$ cat src/rtl/bus_ctrl_pkg.sv
// Shared definitions for the bus transfer scheduler: FSM encoding and
// elaboration-time helpers for select-width checks.
package bus_ctrl_pkg;

    typedef enum logic [1:0] {
        IDLE    = 2'd0,
        DRIVE   = 2'd1,
        LATCH   = 2'd2,
        RELEASE = 2'd3
    } state_t;

    function automatic int clog2(input int value);
        int result;
        result = 0;
        for (int i = 0; i < 31; i++) begin
            if ((32'sd1 <<< i) < value) begin
                result = i + 1;
            end else begin
                result = result;
            end
        end
        return result;
    endfunction

    function automatic logic sel_in_range(input int idx, input int nreg);
        return (idx < nreg);
    endfunction

endpackage

$ cat src/rtl/bus_xfer_sched_rr_arbiter.sv
// Combinational round-robin picker: the search starts one past the last
// winner and wraps, so every requester is served within NREQ grants.
module rr_arbiter #(
    parameter int NREQ = 2,
    parameter int IDXW = 1
) (
    input  logic [NREQ-1:0] req,
    input  logic [IDXW-1:0] last_grant,
    output logic [NREQ-1:0] grant,
    output logic [IDXW-1:0] grant_idx,
    output logic            any_req
);

    logic            found_s;
    logic [IDXW-1:0] cand_s;

    // First requester at or after last_grant+1, modulo NREQ.
    always_comb begin
        grant     = '0;
        grant_idx = '0;
        found_s   = 1'b0;
        cand_s    = '0;
        for (int k = 1; k <= NREQ; k++) begin
            cand_s = IDXW'((int'(last_grant) + k) % NREQ);
            if (!found_s && req[cand_s]) begin
                found_s   = 1'b1;
                grant_idx = cand_s;
            end else begin
                found_s = found_s;
            end
        end
        if (found_s) begin
            grant[grant_idx] = 1'b1;
        end else begin
            grant = '0;
        end
    end

    assign any_req = |req;

endmodule

$ cat src/rtl/bus_xfer_sched.sv
// Register-to-register transfer sequencer for a shared tri-state bus:
// one source read enable, one destination write enable, dead cycle between.
module bus_xfer_sched
    import bus_ctrl_pkg::*;
#(
    parameter int NREG = 4,
    parameter int NREQ = 2,
    parameter int SELW = 2
) (
    input  logic                 clk,
    input  logic                 clr,
    input  logic [NREQ-1:0]      req,
    input  logic [NREQ*SELW-1:0] src_sel,
    input  logic [NREQ*SELW-1:0] dst_sel,
    output logic [NREQ-1:0]      gnt,
    output logic [NREQ-1:0]      done,
    output logic                 err,
    output logic [NREG-1:0]      rd_en_n,
    output logic [NREG-1:0]      wr_en_n,
    output logic                 busy
);

    localparam int IDXW = (NREQ > 1) ? clog2(NREQ) : 1;

    if (SELW < clog2(NREG)) begin : g_selw_check
        $error("bus_xfer_sched: SELW too narrow for NREG");
    end

    state_t          state_r;
    logic [SELW-1:0] src_r;
    logic [SELW-1:0] dst_r;
    logic [IDXW-1:0] win_r;
    logic [IDXW-1:0] last_grant_r;

    logic [NREQ-1:0] arb_grant_s;
    logic [IDXW-1:0] arb_idx_s;
    logic            arb_any_s;
    logic [SELW-1:0] sel_src_s;
    logic [SELW-1:0] sel_dst_s;
    logic            legal_s;

    function automatic logic [NREG-1:0] reg_onehot(input logic [SELW-1:0] idx);
        logic [NREG-1:0] one;
        one    = '0;
        one[0] = 1'b1;
        return one << idx;
    endfunction

    rr_arbiter #(
        .NREQ (NREQ),
        .IDXW (IDXW)
    ) u_arb (
        .req        (req),
        .last_grant (last_grant_r),
        .grant      (arb_grant_s),
        .grant_idx  (arb_idx_s),
        .any_req    (arb_any_s)
    );

    assign sel_src_s = src_sel[int'(arb_idx_s)*SELW +: SELW];
    assign sel_dst_s = dst_sel[int'(arb_idx_s)*SELW +: SELW];
    assign legal_s   = (sel_src_s != sel_dst_s)
                     && sel_in_range(int'(sel_src_s), NREG)
                     && sel_in_range(int'(sel_dst_s), NREG);

    // Transfer FSM; every output is a register so nothing combinational reaches the pins.
    always_ff @(posedge clk or posedge clr) begin
        if (clr) begin
            state_r      <= IDLE;
            src_r        <= '0;
            dst_r        <= '0;
            win_r        <= '0;
            last_grant_r <= '0;
            gnt          <= '0;
            done         <= '0;
            err          <= 1'b0;
            rd_en_n      <= '1;
            wr_en_n      <= '1;
            busy         <= 1'b0;
        end else begin
            done <= '0;
            err  <= 1'b0;
            case (state_r)
                IDLE: begin
                    if (arb_any_s) begin
                        src_r <= sel_src_s;
                        dst_r <= sel_dst_s;
                        win_r <= arb_idx_s;
                        gnt   <= arb_grant_s;
                        busy  <= 1'b1;
                        if (legal_s) begin
                            state_r <= DRIVE;
                            rd_en_n <= ~reg_onehot(sel_src_s);
                        end else begin
                            // Rejected: skip straight to turnaround, bus never touched.
                            state_r <= RELEASE;
                            done    <= arb_grant_s;
                            err     <= 1'b1;
                        end
                    end else begin
                        state_r <= IDLE;
                    end
                end
                DRIVE: begin
                    state_r <= LATCH;
                    wr_en_n <= ~reg_onehot(dst_r);
                end
                LATCH: begin
                    state_r <= RELEASE;
                    rd_en_n <= '1;
                    wr_en_n <= '1;
                    done    <= gnt;
                end
                RELEASE: begin
                    state_r      <= IDLE;
                    gnt          <= '0;
                    busy         <= 1'b0;
                    last_grant_r <= win_r;
                end
                default: begin
                    state_r <= IDLE;
                    gnt     <= '0;
                    busy    <= 1'b0;
                    rd_en_n <= '1;
                    wr_en_n <= '1;
                end
            endcase
        end
    end

endmodule
$ cat config.mk
export PLATFORM = sky130hd
export DESIGN_NAME = bus_xfer_sched
export DESIGN_NICKNAME = d
export VERILOG_FILES = /design/src/rtl/bus_ctrl_pkg.sv /design/src/rtl/bus_xfer_sched_rr_arbiter.sv /design/src/rtl/bus_xfer_sched.sv
export SDC_FILE = /design/constraint.sdc
export NUM_CORES = 1
export LEC_CHECK = 0
export ABC_AREA = 0
export BUFFER_PORTS_ARGS = -buffer_cell sky130_fd_sc_hd__buf_2
export CORE_ASPECT_RATIO = 1.75
export CORE_UTILIZATION = 45
export DETAILED_ROUTE_END_ITERATION = 10
export PLACE_DENSITY_LB_ADDON = 0.1
export SYNTH_ARGS = -nofsm -noshare
export SYNTH_HDL_FRONTEND = slang
export SYNTH_SLANG_ARGS = --single-unit
$ cat constraint.sdc
create_clock -name clk -period 3.8 [get_ports clk]
set_input_delay 0.38 -clock clk [delete_from_list [all_inputs] [get_ports clk]]
set_output_delay 0.38 -clock clk [all_outputs]
set_load 0.03 [all_outputs]
-- Yosys cells after proc, flatten, opt, wreduce, memory -nomap -nowiden
Cells that the tools add are included.
- bits of input ports: 12
- bits in registers: 20
- output and inout port bits: 14
- word-level logic and storage cells: 67
- order comparisons: 4
- add/subtract/negate cells: 2
- eq/ne operators: 6
- bitwise logic cells: 2
- shift-type cells: 4
- reductions and logical operators: 11
- muxes and demuxes: 28
- operators by type and width (operator ; number):
    $pmux W4 S2 ; 2
    $mux W1 ; 13
    $mux W2 ; 6
    $mux W4 ; 2
    $not A4 Y4 ; 2
    $pmux W2 S2 ; 2
    $pmux W2 S4 ; 1
    $shiftx A4 B3 Y2 ; 2
    $shl A1 B2 Y4 const A ; 2
    $lt A1 B2 Y1 const B ; 3
    $reduce_bool A2 Y1 ; 3
    $eq A2 B2 Y1 const B ; 2
    $ne A2 B2 Y1 const B ; 2
    $reduce_and A2 Y1 ; 2
    $reduce_and A3 Y1 ; 1
    $add A1 B1 Y1 const B ; 2
    $eq A2 B1 Y1 const B ; 1
    $logic_and A1 B1 Y1 ; 2
    $logic_not A2 Y1 ; 1
    $ne A2 B2 Y1 ; 1
    $pmux W1 S2 ; 1
    $reduce_or A2 Y1 ; 1
    $demux W1 S1 ; 1
    $ge A1 B1 Y1 const B ; 1
    $logic_not A1 Y1 ; 1

-- Logic depth before layout (Yosys ltp)
Gate-level depths: netlist (run 1).
- depth in word-level cells: 15
- mapped depth: 7

-- Hierarchy
Synthesis (run 1) repeated with hierarchy kept, for this count alone.
- cells, all modules: 107
- area total of the unflattened synthesis: 1068.5 µm²
- by module, submodules not included (module ; seq. area each (µm²) ; instances ; area each (µm²) ; cells an instance):
    bus_xfer_sched ; 510.5 ; 1 ; 1036.0 ; 102
    rr_arbiter ; 0.0 ; 1 ; 32.5 ; 5

-- Worst setup path after synthesis (run 1)
Ideal clock, no wire load.
- path type: flip-flop to flip-flop
- start: reg state_r[0]
- end: reg rd_en_n[3]
- data arrival time: 1.542 ns
- data required time: 3.717 ns
- cell stages (with the launch flop): 8
- library setup time: 0.083 ns
- setup slack: 2.174 ns
- buffers on the path: 1
- cell sequence: dfrtp_1 -> inv_1 -> ha_1 -> o21a_2 -> buf_6 -> o211a_4 -> o21ai_2 -> o32a_1
- longest elaborated chain between the ends: 3
- RTL lines (item ; RTL line ; text):
    from (decl) ; bus_xfer_sched.sv:29 ; state_t state_r;
    from (signal assigned) ; bus_xfer_sched.sv:69 ; state_r <= IDLE;
    from (signal assigned) ; bus_xfer_sched.sv:92 ; state_r <= DRIVE;
    from (signal assigned) ; bus_xfer_sched.sv:96 ; state_r <= RELEASE;
    $eq A2 B2 Y1 or $logic_not A2 Y1 (tied branches) ; bus_xfer_sched.sv:83 ; case (state_r)
    $reduce_bool A2 Y1 (no line) or $ne A2 B2 Y1 (tied branches) ; -- ;
    $reduce_and A3 Y1 (no line) ; -- ;
    to (signal assigned) ; bus_xfer_sched.sv:93 ; rd_en_n <= ~reg_onehot(sel_src_s);
    to (decl) ; bus_xfer_sched.sv:18 ; output logic [NREG-1:0] rd_en_n,
Several ways; a longest one is shown, not always the timed one.
A chain may end at the register's enable or synchronous reset.

-- Final worst setup path (run 1)
Ends and elaborated chain as after synthesis.

==> results of run 1 <==
## metrics by stage
stage	power (uW)	instance area (sq um)	setup slack, ps
after floorplan	778	1090	2170
after global placement	883	1220	2060
after detailed placement	892	1220	2000
after CTS	1110	1290	1980
after global routing	1180	1290	1820
final	1100	1290	1970
## power breakdown
group	switching (uW)	total, uW	internal (uW)
logic	336	515	179
registers	52.0	371	319
clock network	74.1	215	141
total	462	1100	638
## metal layers
metal  share of wire  vias up  wire length (microns)  global-route usage
li1                -      416                      -                   -
met5               0        -                      0                   0
met3           0.019        4                     43             0.00987
met1            0.38      428                    858               0.208
met2            0.57       14                   1290               0.377
met4           0.026        0                     58               0.116
## placed cells by master, fill, tap and decap left out, drive strengths merged, types with 4 or more instances in the layout
cell type and n:
a31oi 6, nand2 10, dfrtp 12, inv 8
nor2 12, buf 25, ha 4, xor2 4
o211ai 4, o21ai 6, dfstp 8
## cell type report
class,count,share of cell area
Sequential cell,20,0.395
Inverter,8,0.0233
Clock inverter,1,0.0233
Clock buffer,3,0.0320
Multi-Input combinational cell,71,0.405
Timing Repair Buffer,25,0.0969
Tap cell,25,0.0242
## path summary, 6_finish.rpt
kind	to	cells past startpoint
min in group clk	dst_r[0]	3
max in group asynchronous	dst_r[0]	2
max reg2reg	rd_en_n[3]	6
min	gnt[0]	2
max	rd_en_n[3]	6
min reg2reg	wr_en_n[0]	2
## registers in the layout, summed over array words and instances, names as in the netlist
| name | count |
|---|---|
| wr_en_n | 4 |
| busy | 1 |
| state_r | 2 |
| rd_en_n | 4 |
| gnt | 2 |
| done | 2 |
| last_grant_r | 1 |
| err | 1 |
| dst_r | 2 |
| win_r | 1 |
## kinds of logic after synthesis
logic type / synth area share
buf+inv: 0.0560
flops: 0.466
xor+xnor: 0.0389
fa+ha+maj: 0.0457
compound gates: 0.261
simple gates: 0.0903
mux: 0.0423
==> impl_metrics.yaml, run 1 <==
sta:
  skew_ps: 6.21
  finalSetupTns_ps: 0
  max-slew-margin-rel: 0.494
  tightest_slew_ps: 758
  setup_viol: 0
  hold_viol: 0
  slew_viol_final: 0
  fmax_mhz: 547
  hold_slack_ps: 238
  fin_crit_sh: 0.481
  fin_crit_ps: 1830
  rsz0062_at_grt: "false"
floorplan:
  die_y_microns: 67.3
  rows: 23
  start_util: 0.476
  core_sq_um: 2300
  io_pins: 26
  die_width_microns: 39.3
  die-area_sq_um: 2640
clocking:
  cts.path.max_buffers: 2
  cts.clk_slew.worst_paths_ps: 80
  clk_root_buffer_cell: "clkbuf_8"
  clock_sink_count: 20
  clkLatencyLatePin_ps: 260
  numCtsBuffers: 3
  holdBufCountCts: 0
  htree_levels: 1
  cts_tree: "built"
  post-cts-setup-buffers: 0
  cts_resized: 0
routing:
  num_vias: 862
  vias_per_cell: 5.63
  wl_per_cell_microns: 14.7
  drt_iter0_drc: 33
  drc: 0
  drtPass1Iterations: 5
  final_antenna_net_count: 0
  wl_mm: 2.25
layout:
  final-seq-area_sq_um: 510
  syn_to_final_growth_pct: 17.9
  fillers: 216
  n_antenna_cell: 0
  final_cells: 153
  layout.nets: 145
  utilization: 0.561
  layout-drive-gt1-share: 0.367
  multi_input_area_sq_um: 523
worst_setup_path:
  cp_cell_sequence: "inv_1 -> ha_1 -> o21a_2 -> o211a_4 -> o21ai_2 -> o32a_1"
  cp.arrival_ps: 2020
  cp_slowest_cell: "dfrtp_1"
  crit_path_max_fanout: 11
  end_kind: "flop"
  critical_path.top_delay_family: "compound AO/OA/AOI/OAI gates"
  r2r_slack_ps: 1970
  startpoint_type: "flop"
  path_class: "reg -> reg"
  crit_required_ps: 3990
  rr_startpoint: "state_r[0]"
  max_stage_delay_ps: 390
  path_buf_inv: 1
  startpoint: "state_r[0]"
synth:
  synth.avg_cell_area_sq_um: 10.6
  synth_top_area_frac: 0.274
  synth_cell_types: 35
  synthFlopType: "dfrtp_1"
  yosysSeqAreaShare: 0.466
  async_reset_ff_frac: 1.00
  synth_top_area_cell: "dfrtp_1"
  synth_common_cells: "12 x dfrtp_1, 12 x nor2_1, 10 x nand2_1, 8 x dfstp_2, 8 x inv_1"
  synth_seq_cells: 20
  synth_edf_count: 0
  ys_warn_count: 0
  postSynthCellCount: 103
  netlist_area_sq_um: 1090
  synth_area_leaders: "dfrtp_1 27%, dfstp_2 19%, ha_1 4.6%, nor2_1 4.1%, a31oi_1 3.4%"
  syn_nets: 119
global_routing:
  grt.total_usage: 0.202
  grt_pass1_vias: 852
  gr-total-overflow: 0
  grt_max_degree: 21
  antenna_found_initial: 0
  grt_pass1_wl_mm: 3.71
worst_hold_path:
  holdCritPathClass: "in -> async"
place:
  dp.cells: 149
  hpwl_mm: 1.74
  io_buffers: 25
  gp_congestion: 0.833
pwr:
  power_density_nw_per_um2: 852
  vdd_drop_max_uv: 436
  leakage_uw: 0.000580
run_status:
  status: "completed"
flow_run:
  drv_cap: 0
Power figures use the tool's default switching activity.
==> inputs of run 2 (changes only) <==
==> constraint.sdc (replaced) <==
create_clock -name clk -period 1.8 [get_ports clk]
set_input_delay 0.18 -clock clk [delete_from_list [all_inputs] [get_ports clk]]
set_output_delay 0.18 -clock clk [all_outputs]
set_load 0.03 [all_outputs]
==> run 2 against run 1 <==
Compared with the run above: global-route usage is 2.8 points higher; final area is 2.3% higher; first-iteration DRC count is 64% lower; wire length is 8.5% higher; worst hold slack worse by 210 ps; count of clock-buffer cells in the layout stayed put; register-to-register slack worse by 1800 ps; total power is 120% higher; highest routed layer unchanged; largest power group unchanged; setup slack worse by 1800 ps; die area stayed put.
==> impl_metrics.yaml, run 2 (synthesis results as in run 1) <==
routing:
  vias_per_cell: 5.69
  drt_iter0_drc: 12
  drc: 0
  wl_per_cell_microns: 15.5
  drtPass1Iterations: 4
  wl_mm: 2.44
  num_vias: 893
  final_antenna_net_count: 0
worst_setup_path:
  cp_cell_sequence: "inv_1 -> ha_1 -> o21a_2 -> o211ai_1 -> a2111oi_2 -> nor2_1"
  path_class: "reg -> reg"
  cp_slowest_cell: "dfrtp_1"
  cp.arrival_ps: 1780
  crit_path_max_fanout: 5
  startpoint_type: "flop"
  rr_worst_depth: 6
  path_buf_inv: 1
  max_stage_delay_ps: 390
  critical_path.top_delay_family: "compound AO/OA/AOI/OAI gates"
  crit_cells: 6
  crit_required_ps: 1990
  end_kind: "flop"
sta:
  hold_slack_ps: 31.4
  setup_viol: 0
  slew_viol_final: 0
  fin_crit_sh: 0.884
  tightest_slew_ps: 740
  fin_crit_ps: 1590
  rsz0062_at_grt: "false"
  skew_ps: 4.13
  fmax_mhz: 628
  finalSetupTns_ps: 0
  max-slew-margin-rel: 0.506
  hold_viol: 0
global_routing:
  grt.total_usage: 0.230
  grt_busiest_layer: "met2"
  gr-total-overflow: 0
  use_met2: 0.417
  antenna_found_initial: 0
  grt_use_met1: 0.216
  grt_max_degree: 21
  grt_pass1_wl_mm: 4.06
  grt_util_met3: 0.0526
  grt_pass1_vias: 922
floorplan:
  core_sq_um: 2300
  die_width_microns: 39.3
  rows: 23
  die-area_sq_um: 2640
  start_util: 0.476
  io_pins: 26
  die_y_microns: 67.3
clocking:
  cts_tree: "built"
  numCtsBuffers: 3
  cts.clk_slew.worst_paths_ps: 80
  clkLatencyLatePin_ps: 260
  htree_levels: 1
  post-cts-setup-buffers: 0
  clk_root_buffer_cell: "clkbuf_8"
  cts.path.max_buffers: 2
  clock_sink_count: 20
layout:
  layout-drive-gt1-share: 0.386
  n_antenna_cell: 0
  layout.nets: 149
  reg_top3: "rd_en_n x4, wr_en_n x4"
  layout_common_cells: "25 x buf_2, 12 x nor2_1, 12 x dfrtp_1"
  final_cells: 157
  syn_to_final_growth_pct: 20.7
  final_common_cell: "buf_2"
run_status:
  status: "completed"
pwr:
  vdd_drop_max_uv: 779
  p_total_uw: 2400
  power_density_nw_per_um2: 1820
  leakage_uw: 0.000600
place:
  hpwl_mm: 1.87
  gp_congestion: 0.834
  io_buffers: 25
  dp.cells: 153
worst_hold_path:
  holdCritPathClass: "in -> async"
flow_run:
  drv_cap: 0
## run 2: final timing paths
kind,start,end,slack [ps]
min,clr,busy,30
max reg2reg,state_r[0],rd_en_n[1],210
min in group clk,dst_sel[3],dst_r[1],190
max in group asynchronous,clr,state_r[0],1310
min reg2reg,win_r,win_r,490
max,state_r[0],rd_en_n[1],210
## run 2: routing by layer
layer	wire [microns]	vias up
met5	0	-
met4	65	0
met3	66	7
met2	1450	29
met1	850	432
li1	-	425
## run 2: report_power, final
part | switching, uW | internal (uW)
Combinational | 733 | 422
Clock | 157 | 297
Sequential | 117 | 673
## run 2: metrics by stage
step	instance area, sq um	worst slack (ps)	utilization
after floorplan	1090	174	-
after global placement	1250	291	0.543
after detailed placement	1250	253	0.543
after CTS	1320	200	0.574
after global routing	1320	90.7	0.574
final	1320	208	0.574
## run 2: worst register-to-register path, stage by stage, from the launching register on
cell	delay, ps
dfrtp_1	390
inv_1	100
ha_1	190
o21a_2	210
o211ai_1	160
a2111oi_2	390
nor2_1	80
## run 2: what timing repair did
item | 4_1_cts | 5_1_grt
endpoints found under the setup margin | 0 | 1
gates resized for setup | 0 | 1
hold buffers | 0 | 0
## run 2: layout make-up
class	instances	area, sq um
fill	210	981
multi-input combinational	71	523
sequential	20	510
timing repair buffer	29	155
clock buffer	3	41.3
tap	25	31.3
clock inverter	1	30.0
inverter	8	30.0
